<file path="config.mk">
export PLATFORM = sky130hd
export DESIGN_NAME = rand_dealer_flat
export DESIGN_NICKNAME = d
export VERILOG_FILES = /design/src/rtl/rand_dealer_pkg.sv /design/src/rtl/rand_dealer_if.sv /design/src/rtl/rand_dealer_accept.sv /design/src/rtl/rand_dealer.sv /design/src/flat_wrapper.sv
export SDC_FILE = /design/constraint.sdc
export NUM_CORES = 1
export LEC_CHECK = 0
export CAP_MARGIN = 15
export CELL_PAD_IN_SITES_DETAIL_PLACEMENT = 0
export CELL_PAD_IN_SITES_GLOBAL_PLACEMENT = 1
export CORE_MARGIN = 2
export CORE_UTILIZATION = 41
export CTS_BUF_LIST = sky130_fd_sc_hd__clkbuf_4 sky130_fd_sc_hd__clkbuf_8
export CTS_CLUSTER_SIZE = 25
export DETAILED_ROUTE_END_ITERATION = 12
export GPL_TIMING_DRIVEN = 0
export MAX_ROUTING_LAYER = met4
export PLACE_DENSITY_LB_ADDON = 0.1
export SLEW_MARGIN = 0
export SYNTH_ARGS = -nofsm -noshare
export SYNTH_HDL_FRONTEND = slang
export SYNTH_HIERARCHICAL = 1
export SYNTH_SLANG_ARGS = --single-unit
</file>
<file path="constraint.sdc">
create_clock -name clk -period 2.95 [get_ports clk]
set_input_delay 0.885 -clock clk [delete_from_list [all_inputs] [get_ports clk]]
set_output_delay 0.885 -clock clk [all_outputs]
set_load 0.05 [all_outputs]
</file>
<file path="src/rtl/rand_dealer_pkg.sv">
// rand_dealer_pkg: shared dealer states, default card constants and card type.
package rand_dealer_pkg;
  localparam int DEF_WIDTH = 4;
  localparam int DEF_MAX_CARD = 13;
  localparam int DEF_MAX_TRIES = 8;
  typedef enum logic [1:0] {IDLE, PRIME, DRAW, DONE} state_t;
  typedef logic [DEF_WIDTH-1:0] card_t;
endpackage

</file>
<file path="src/rtl/rand_dealer_if.sv">
// rand_dealer_if: random-source and hand signals between dealer and game logic.
interface rand_dealer_if #(parameter int WIDTH = 4);
  logic deal, rand_en, hand_valid, busy, done, fallback_used;
  logic [WIDTH-1:0] rand_in, card0, card1, card2, card3;
  modport master(input deal, rand_in, output rand_en, card0, card1, card2, card3, hand_valid, busy, done, fallback_used);
  modport slave(output deal, rand_in, input rand_en, card0, card1, card2, card3, hand_valid, busy, done, fallback_used);
endinterface

</file>
<file path="src/rtl/rand_dealer_accept.sv">
// card_accept: combinational legal-card range check (1..MAX_CARD).
module card_accept #(
  parameter int WIDTH = 4,
  parameter int MAX_CARD = 13
) (
  input  logic [WIDTH-1:0] v,
  output logic             accept
);
  assign accept = (v != '0) && (v <= WIDTH'(MAX_CARD));
endmodule

</file>
<file path="src/rtl/rand_dealer.sv">
// rand_dealer: rejection-samples a random nibble source into a four-card hand.
module rand_dealer
  import rand_dealer_pkg::*;
#(
  parameter int WIDTH = DEF_WIDTH,
  parameter int MAX_CARD = DEF_MAX_CARD,
  parameter int MAX_TRIES = DEF_MAX_TRIES
) (
  input logic          clk,
  input logic          rst,
  rand_dealer_if.master bus
);
  localparam int TW = $clog2(MAX_TRIES + 1);
  state_t state;
  logic [1:0] slot;
  logic [TW-1:0] tries;
  logic [WIDTH-1:0] cards [4];
  logic ok, give_up;
  logic [WIDTH-1:0] val;
  card_accept #(.WIDTH(WIDTH), .MAX_CARD(MAX_CARD)) u_accept (.v(bus.rand_in), .accept(ok));
  // A stuck or out-of-range source still yields a legal, distinct-per-slot card.
  assign give_up = !ok && (tries == TW'(MAX_TRIES - 1));
  assign val = ok ? bus.rand_in : WIDTH'(slot) + WIDTH'(1);
  assign bus.card0 = cards[0];
  assign bus.card1 = cards[1];
  assign bus.card2 = cards[2];
  assign bus.card3 = cards[3];
  always_ff @(posedge clk) begin
    if (!rst) begin
      state <= IDLE;
      slot <= '0;
      tries <= '0;
      cards <= '{default: '0};
      bus.hand_valid <= 1'b0;
      bus.busy <= 1'b0;
      bus.done <= 1'b0;
      bus.fallback_used <= 1'b0;
      bus.rand_en <= 1'b0;
    end else begin
      case (state)
        IDLE: if (bus.deal) begin
          state <= PRIME;
          slot <= '0;
          tries <= '0;
          bus.hand_valid <= 1'b0;
          bus.fallback_used <= 1'b0;
          bus.busy <= 1'b1;
          bus.rand_en <= 1'b1;
        end
        PRIME: state <= DRAW;
        DRAW: if (ok || give_up) begin
          cards[slot] <= val;
          tries <= '0;
          slot <= slot + 2'd1;
          if (give_up) bus.fallback_used <= 1'b1;
          if (slot == 2'd3) begin
            state <= DONE;
            bus.rand_en <= 1'b0;
            bus.done <= 1'b1;
          end
        end else begin
          tries <= tries + 1'b1;
        end
        DONE: begin
          state <= IDLE;
          bus.done <= 1'b0;
          bus.busy <= 1'b0;
          bus.hand_valid <= 1'b1;
        end
      endcase
    end
  end
endmodule

</file>
<file path="src/flat_wrapper.sv">
// flat-port wrapper written by rule: the top's interface ports become plain ports
module rand_dealer_flat import rand_dealer_pkg::*;
#(
  parameter int WIDTH = DEF_WIDTH,
  parameter int MAX_CARD = DEF_MAX_CARD,
  parameter int MAX_TRIES = DEF_MAX_TRIES
)
  (clk, rst, bus_deal, bus_rand_in, bus_rand_en, bus_card0, bus_card1, bus_card2, bus_card3, bus_hand_valid, bus_busy, bus_done, bus_fallback_used);
  rand_dealer_if #(.WIDTH(WIDTH)) bus_i ();
  input logic clk;
  input logic rst;
  input wire logic [$bits(bus_i.deal)-1:0] bus_deal;
  input wire logic [$bits(bus_i.rand_in)-1:0] bus_rand_in;
  output wire logic [$bits(bus_i.rand_en)-1:0] bus_rand_en;
  output wire logic [$bits(bus_i.card0)-1:0] bus_card0;
  output wire logic [$bits(bus_i.card1)-1:0] bus_card1;
  output wire logic [$bits(bus_i.card2)-1:0] bus_card2;
  output wire logic [$bits(bus_i.card3)-1:0] bus_card3;
  output wire logic [$bits(bus_i.hand_valid)-1:0] bus_hand_valid;
  output wire logic [$bits(bus_i.busy)-1:0] bus_busy;
  output wire logic [$bits(bus_i.done)-1:0] bus_done;
  output wire logic [$bits(bus_i.fallback_used)-1:0] bus_fallback_used;
  assign bus_i.deal = bus_deal;
  assign bus_i.rand_in = bus_rand_in;
  assign bus_rand_en = bus_i.rand_en;
  assign bus_card0 = bus_i.card0;
  assign bus_card1 = bus_i.card1;
  assign bus_card2 = bus_i.card2;
  assign bus_card3 = bus_i.card3;
  assign bus_hand_valid = bus_i.hand_valid;
  assign bus_busy = bus_i.busy;
  assign bus_done = bus_i.done;
  assign bus_fallback_used = bus_i.fallback_used;
  rand_dealer #(.WIDTH(WIDTH), .MAX_CARD(MAX_CARD), .MAX_TRIES(MAX_TRIES)) u_core (.clk(clk), .rst(rst), .bus(bus_i));
endmodule
</file>
After elaboration in Yosys (flattened, before gate mapping) --
Cells that the tools add are included.
Cells by class: add/sub/neg operators 3, magnitude comparators 3, equality and inequality tests 9, multiplexer cells 27, bitwise logic cells 1, reductions and logical operators 18
Operators by type and width (count):
- $bwmux W16 | 1
- $mux W4 | 4
- $mux W2 | 5
- $pmux W1 S2 | 5
- $reduce_and A3 Y1 | 3
- $demux W4 S2 | 1
- $mux W1 | 8
- $pmux W2 S4 | 1
- $pmux W4 S2 | 1
- $reduce_and A4 Y1 | 2
- $eq A2 B2 Y1 const B | 3
- $ne A2 B1 Y1 const B | 3
- $reduce_and A2 Y1 | 3
- $reduce_bool A2 Y1 | 3
- $add A4 B1 Y4 const B | 1
- $eq A4 B3 Y1 const B | 1
- $le A4 B4 Y1 const B | 1
- $pmux W2 S2 | 1
- $reduce_bool A4 Y1 | 1
- $add A2 B1 Y3 const B | 1
- $ge A3 B3 Y1 const B | 1
- $logic_and A1 B1 Y1 | 3
- $lt A3 B1 Y1 const B | 1
- $not A2 Y3 | 1
- 6 further kinds | 6
Word-level totals: register bits 29, input bits 7, output and inout port bits 21, logic and storage cells 73

Logic depth before layout (Yosys ltp) --
Gate-level depths: netlist of run 1.
word-level depth 7, mapped depth 6, mapped depth without buffers 5

Modules after synthesis --
Netlist of run 1, hierarchy kept.
Modules (own cells, without submodules):
- rand_dealer | times used 1, cells an instance 150, area an instance 1493.9 um2, seq. area each 580.6 um2
- card_accept | times used 1, cells an instance 2, area an instance 12.5 um2, seq. area each 0.0 um2

Worst setup path after synthesis of run 1 --
OpenSTA, ideal clock, no wires.
path type in2reg, start input port bus_rand_in[3], end register u_core.cards (netlist bit u_core/bus.card1[2]), setup time 126 ps, arrival time 2284 ps, data required time 2824 ps, slack 540 ps, stages 5, path buffers 1, cells stage by stage a31oi_1 -> buf_6 -> mux2_4 -> nand2_2 -> mux2i_1
Between the ends: word-level cells in the longest chain between the ends 6, elaborated cells between the ends (all ways) 9, classes of those cells 1 x order compare; 2 x mux; 6 x reduce/logical
Ends and longest elaborated chain:
- start, declared | line flat_wrapper.sv:13 | input wire logic [$bits(bus_i.rand_in)-1:0] bus_rand_in;
- $le A4 B4 Y1 or $reduce_bool A4 Y1 (tied branches) | line rand_dealer_accept.sv:9 | assign accept = (v != '0) && (v <= WIDTH'(MAX_CARD));
- $logic_and A1 B1 Y1 * | line rand_dealer_accept.sv:9
- $logic_not A1 Y1 | line rand_dealer.sv:22 | assign give_up = !ok && (tries == TW'(MAX_TRIES - 1));
- $logic_and A1 B1 Y1 | line rand_dealer.sv:22
- $logic_or A1 B1 Y1 | line rand_dealer.sv:51 | DRAW: if (ok || give_up) begin
- $reduce_and A2 Y1 (no line)
- end signal, assigned by index | line rand_dealer.sv:52 | cards[slot] <= val;
- end, declared | line rand_dealer.sv:17 | logic [WIDTH-1:0] cards [4];
Every way passes the cells marked *; elsewhere a longest branch is shown, timed or not. A chain may end at the register's enable or synchronous reset.

Worst setup path in the final report of run 1 --
start input port bus_rand_in[2], end register u_core.cards (netlist bit u_core/bus.card0[2])
Between the ends: word-level cells in the longest chain between the ends 6, elaborated cells between the ends (all ways) 9, classes of those cells 1 x order compare; 2 x mux; 6 x reduce/logical
Ends and longest elaborated chain:
- $le A4 B4 Y1 or $reduce_bool A4 Y1 (tied branches) | line rand_dealer_accept.sv:9
- $logic_and A1 B1 Y1 * | line rand_dealer_accept.sv:9
- net u_core.ok | line rand_dealer.sv:18 | logic ok, give_up;
- $logic_not A1 Y1 | line rand_dealer.sv:22
- $logic_and A1 B1 Y1 | line rand_dealer.sv:22
- $logic_or A1 B1 Y1 | line rand_dealer.sv:51
- $reduce_and A2 Y1 (no line)
The timed path passes the listed nets; every way through them passes the cells marked *.

==> results of run 1 <==
## power by group
group | switching (mW) | internal [mW] | total [mW]
clock network | 0.151 | 0.210 | 0.362
registers | 0.0282 | 0.430 | 0.459
logic | 0.277 | 0.169 | 0.447
## area by class of cell
| class | count | area (sq um) |
|---|---|---|
| Clock inverter | 1 | 5.00 |
| Tap cell | 48 | 60.1 |
| Inverter | 7 | 26.3 |
| Multi-Input combinational cell | 108 | 843 |
| Timing Repair Buffer | 26 | 260 |
| Sequential cell | 29 | 581 |
| Buffer | 8 | 56.3 |
| Fill cell | 346 | 1680 |
| Clock buffer | 7 | 96.3 |
## worst max-delay path by stage
stage | endpoint | slack [ns] | depth (start not counted)
after detailed placement | u_core/bus.card0[2]$_SDFFE_PN0P_ | -0.17 | 7
after global placement | u_core/bus.card0[2]$_SDFFE_PN0P_ | -0.18 | 7
final | u_core/bus.card0[2]$_SDFFE_PN0P_ | 0.12 | 7
after global routing | u_core/bus.card2[0]$_SDFFE_PN0P_ | 0.04 | 7
after CTS | u_core/bus.card2[2]$_SDFFE_PN0P_ | 0.15 | 7
after floorplan | u_core/bus.card1[2]$_SDFFE_PN0P_ | 0.54 | 5
## kinds of logic (layout without fill, tap and decap cells)
group / after synthesis / in the layout / synth area share (%)
multiplexers: 19 / 19 / 13.0
AO/OA/AOI/OAI: 29 / 29 / 17.4
adder cells (fa/ha/maj): 8 / 8 / 6.64
flip-flops: 29 / 29 / 38.5
AND/OR/NAND/NOR: 52 / 52 / 18.9
buffers and inverters: 15 / 49 / 5.48
## synthesized netlist by cell type, drive strengths merged
| cell type | instances | area share (%) |
|---|---|---|
| a211oi | 1 | 0.50 |
| a21boi | 2 | 1.2 |
| a21oi | 5 | 1.7 |
| a31oi | 2 | 0.83 |
| a41oi | 1 | 0.58 |
| and2 | 1 | 0.42 |
| and2b | 1 | 0.58 |
| and3b | 2 | 1.2 |
| and4b | 1 | 0.66 |
| buf | 3 | 1.6 |
| clkbuf | 5 | 2.2 |
| dfxtp | 29 | 39 |
| ha | 8 | 6.6 |
| inv | 7 | 1.7 |
| mux2 | 2 | 1.7 |
| mux2i | 17 | 11 |
| nand2 | 24 | 6.1 |
| nand2b | 3 | 1.7 |
| nand3 | 9 | 3.0 |
| nand3b | 2 | 1.0 |
| nand4 | 1 | 0.42 |
| nand4b | 2 | 1.2 |
| nand4bb | 1 | 0.75 |
| nor2 | 2 | 0.50 |
| nor2b | 1 | 0.42 |
| nor3b | 1 | 0.50 |
| nor4 | 1 | 0.42 |
| o2111ai | 1 | 0.58 |
| o211ai | 6 | 6.6 |
| o21ai | 5 | 1.7 |
| o221a | 1 | 0.75 |
| o22ai | 2 | 0.83 |
| o311ai | 1 | 1.1 |
| o31ai | 1 | 0.50 |
| o41ai | 1 | 0.58 |
## layer usage
| metal | global-route usage, % | vias up | wire (um) | part of all wire [%] |
|---|---|---|---|---|
| met2 | 29.3 | 30 | 1630 | 47 |
| li1 | - | 617 | - | - |
| met4 | 7.45 | 0 | 57 | 1.6 |
| met1 | 24.3 | 602 | 1660 | 47 |
| met5 | - | - | 0 | 0 |
| met3 | 4.51 | 8 | 149 | 4.3 |
## state kept, by name (all words and copies together), names as in the netlist
signal                    flops
u_core/bus.card0              4
u_core/bus.done               1
u_core/bus.card2              4
u_core/bus.hand_valid         1
u_core/tries                  4
u_core/bus.rand_en            1
u_core/bus.card1              4
u_core/bus.fallback_used      1
u_core/state                  2
u_core/bus.busy               1
u_core/bus.card3              4
u_core/slot                   2
## critical path, stage by stage
cell and delay [ns]:
clkdlybuf4s50_1 0.53, nor4_1 0.06, a31oi_1 0.80, buf_6 0.26, mux2_4 0.31, nand2_2 0.08
mux2i_1 0.06
## per-stage QoR
step	hold WS (ns)	utilization [%]	setup WS, ns
2_1_floorplan	0.462	-	0.540
3_3_place_gp	0.449	50.7	-0.182
3_5_place_dp	0.456	50.7	-0.169
4_1_cts	0.467	53.5	0.147
5_1_grt	0.482	53.5	0.0373
6_report	0.464	53.5	0.122
==> results.py, run 1 <==
metrics = {
    "critical_path": {
        "ff2ff_path_depth": 6,
        "crit_start": "bus_rand_in[2]",
        "reg2reg_from": "u_core/state[0]$_SDFFE_PN0P_",
        "cp-start-kind": "primary input",
        "timing.rr.end": "u_core/state[1]$_SDFFE_PN0P_",
        "arrival_ns": 2.99,
        "critPathCaptureType": "flip-flop",
        "crit_required_ns": 3.11,
        "regToRegSetupSlack_ns": 1.25,
        "path_class": "in2reg",
        "crit_fanout": 10,
    },
    "route": {
        "wire_per_inst_um": 14.9,
        "ant_nets": 0,
        "wirelength_mm": 3.50,
        "first_pass_iters": 4,
        "drtIter0Drc": 65,
        "dr_total_vias": 1257,
        "via_per_inst": 5.37,
        "drc": 0,
    },
    "global_routing": {
        "grt_pass1_wl_mm": 5.96,
        "overflow": 0,
        "grt_usage_pct": 19.0,
        "grt_pass1_vias": 1241,
        "grt_max_degree": 11,
        "antenna_found_initial": 0,
    },
    "timing": {
        "skew_ns": 0.00502,
        "slew_headroom_pct": 26.4,
        "post-route-min-period_ns": 2.83,
        "max_freq_mhz": 354,
        "final.setup.tns_ns": 0,
        "slew_violations": 0,
        "min_period_over_period_pct": 95.9,
        "setup_violations": 0,
        "worst_pin_slew_ns": 1.10,
        "rsz0062_at_grt": "no",
        "hold_violations": 0,
    },
    "clock_network": {
        "cts_tree": "done",
        "clkSinkCount": 29,
        "h-tree-depth": 2,
        "clock_latency_ns": 0.28,
        "clockBufferDepth": 2,
        "clkTransAtPathRegs_ns": 0.07,
        "cts-resized-gates": 0,
        "hold_buffers": 0,
        "post_cts.repair.setup_buffers": 0,
        "cts_root_buf": "clkbuf_8",
        "cts-buffers-inserted": 5,
    },
    "layout": {
        "instances_no_fill": 234,
        "fin_nets": 200,
        "synthToLayoutAreaGrowth_pct": 28.0,
        "num_antenna_cells": 0,
        "final_cell_mix": "dfxtp_1 (29), clkdlybuf4s50_1 (26), nand2_1 (23)",
        "drive_gt1_share_pct": 13.4,
        "layout_commonest_cell": "dfxtp_1",
        "final_area_sq_um": 1930,
    },
    "run_status": {
        "status": "completed",
    },
    "yosys": {
        "syn_inst": 152,
        "ys_seq_elements": 29,
        "synth_nets": 167,
        "avgSynthCellArea_sq_um": 9.91,
        "synth_cell_types": 44,
        "synth_seq_area_share_pct": 38.5,
        "yosys_warnings": 6,
        "netlist_area_sq_um": 1510,
    },
    "place": {
        "gp_congestion": 0.788,
        "hpwl_mm": 2.52,
        "place_area_sq_um": 1830,
        "dp_cells": 226,
        "port_buffers": 26,
    },
    "die": {
        "chipHeight_um": 64.6,
        "die-area_sq_um": 4180,
        "core_area_sq_um": 3610,
        "initial_utilization_pct": 41.8,
        "io_pins": 28,
        "fp.dieW_um": 64.6,
        "rows": 22,
    },
    "power_and_ir_drop": {
        "irDropWorstVdd_uv": 384,
        "p_total_mw": 1.27,
        "leakage_nw": 0.790,
        "power_density_nw_per_um2": 657,
    },
    "flow_run": {
        "maxCapViolations": 0,
    },
    "min_path": {
        "holdPathStages": 2,
        "worstHoldStart": "u_core/bus.card1[1]$_SDFFE_PN0P_",
        "min_to": "u_core/bus.card1[1]$_SDFFE_PN0P_",
        "hp-class": "reg2reg",
    },
}
Power figures use the tool's default switching activity.
==> run 2: changes to the inputs <==
- RECOVER_POWER: default -> 100
==> run 2 against run 1 <==
- critical path type unchanged
- clock-buffer cell count is the same
- first-iteration DRC count grew 6.2%
- total power shrank 0.75%
- critical path depth is the same
- wire length shrank 0.23%
- highest routed layer unchanged
- via count shrank 0.48%
==> results.py, run 2 (synthesis gave the netlist of run 1 again) <==
metrics = {
    "clock_network": {
        "clockBufferDepth": 2,
        "clkSinkCount": 29,
        "hold_buffers": 0,
        "cts-buffers-inserted": 5,
        "cts_tree": "done",
        "clkTransAtPathRegs_ns": 0.07,
        "clock_latency_ns": 0.28,
        "post_cts.repair.setup_buffers": 0,
        "cts-resized-gates": 0,
        "cts_root_buf": "clkbuf_8",
        "h-tree-depth": 2,
    },
    "run_status": {
        "status": "completed",
    },
    "layout": {
        "layout_commonest_cell": "dfxtp_1",
        "utilization_pct": 53.2,
        "fin_nets": 200,
        "num_antenna_cells": 0,
        "final_cell_mix": "dfxtp_1 (29), nand2_1 (23), dlygate4sd3_1 (22)",
        "drive_gt1_share_pct": 12.4,
        "synthToLayoutAreaGrowth_pct": 27.4,
    },
    "die": {
        "rows": 22,
        "core_area_sq_um": 3610,
        "initial_utilization_pct": 41.8,
        "io_pins": 28,
        "chipHeight_um": 64.6,
        "fp.dieW_um": 64.6,
        "die-area_sq_um": 4180,
    },
    "global_routing": {
        "overflow": 0,
        "antenna_found_initial": 0,
        "grt_max_degree": 11,
        "grt_usage_pct": 19.0,
        "grt_pass1_vias": 1241,
        "grt_pass1_wl_mm": 5.96,
    },
    "critical_path": {
        "slowest_stage": "a31oi_1",
        "cpPeakStageDelay_ns": 0.80,
        "arrival_ns": 2.99,
        "ff2ff_path_depth": 6,
        "critPathCaptureType": "flip-flop",
        "crit_fanout": 10,
        "crit_required_ns": 3.11,
        "crit_chain": "clkdlybuf4s50_1, nor4_1, a31oi_1, buf_6, mux2_4, nand2_2, mux2i_1",
        "path_class": "in2reg",
        "cp-start-kind": "primary input",
    },
    "timing": {
        "rsz0062_at_grt": "no",
        "max_freq_mhz": 354,
        "slew_violations": 0,
        "hold_violations": 0,
        "min_period_over_period_pct": 95.9,
        "setup_violations": 0,
        "skew_ns": 0.00544,
        "post-route-min-period_ns": 2.83,
        "slew_headroom_pct": 26.5,
        "worst_pin_slew_ns": 1.10,
        "fin_ws_ns": 0.122,
    },
    "place": {
        "port_buffers": 26,
        "pre_cts_ws_ns": -0.169,
        "hpwl_mm": 2.52,
        "gp_congestion": 0.788,
    },
    "route": {
        "drtIter0Drc": 69,
        "ant_nets": 0,
        "wire_per_inst_um": 14.9,
        "via_per_inst": 5.35,
        "dr_total_vias": 1251,
        "wirelength_mm": 3.49,
        "drc": 0,
        "first_pass_iters": 4,
    },
    "min_path": {
        "holdPathStages": 2,
        "hp-class": "reg2reg",
    },
    "power_and_ir_drop": {
        "power_density_nw_per_um2": 655,
        "leakage_nw": 0.852,
        "irDropWorstVdd_uv": 381,
    },
    "flow_run": {
        "maxCapViolations": 0,
    },
}
[run 2: critical path, delay by kind of cell]
family,cells,cell delay (ns)
compound gates,1,0.80
buf+inv,2,0.79
mux,2,0.37
simple gates,2,0.14
[run 2: per-layer routing]
layer  up-vias  track usage (%)  part of all wire [%]
met1       602             24.3                    46
met5         -                -                     0
li1        616                -                     -
met2        25             29.3                    48
met4         0             7.45                   1.7
met3         8             4.51                   3.8
[run 2: final timing paths]
path                                            to                        startpoint  slack (ns)
setup reg to reg      u_core/state[1]$_SDFFE_PN0P_      u_core/state[0]$_SDFFE_PN0P_        1.26
hold reg to reg   u_core/bus.card0[1]$_SDFFE_PN0P_  u_core/bus.card0[1]$_SDFFE_PN0P_        0.46
hold / removal    u_core/bus.card0[1]$_SDFFE_PN0P_  u_core/bus.card0[1]$_SDFFE_PN0P_        0.46
setup / recovery  u_core/bus.card0[2]$_SDFFE_PN0P_                    bus_rand_in[2]        0.12
[run 2: per-stage QoR]
| step | hold slack [ns] | instances | TNS, ns | power (mW) | instance area [sq um] |
|---|---|---|---|---|---|
| floorplan | 0.462 | 152 | 0 | 0.795 | 1510 |
| global placement | 0.449 | 226 | -1.90 | 0.904 | 1830 |
| detailed placement | 0.456 | 226 | -1.70 | 0.913 | 1830 |
| CTS | 0.467 | 234 | 0 | 1.28 | 1930 |
| global route | 0.480 | 234 | 0 | 1.34 | 1920 |
| finish | 0.459 | 234 | 0 | 1.26 | 1920 |
[run 2: area by class of cell]
class	instances	area, sq um
clock buffers	7	96.3
inverters	7	26.3
clock inverters	1	5.00
repair buffers	26	260
multi-input cells	108	835
fillers	349	1690
plain buffers	8	56.3
well taps	48	60.1
flip-flops and latches	29	581
[run 2: power breakdown]
group,leakage (nW),internal (mW),switching (mW)
Clock,0.0542,0.211,0.153
Combinational,0.563,0.160,0.276
Sequential,0.235,0.430,0.0271
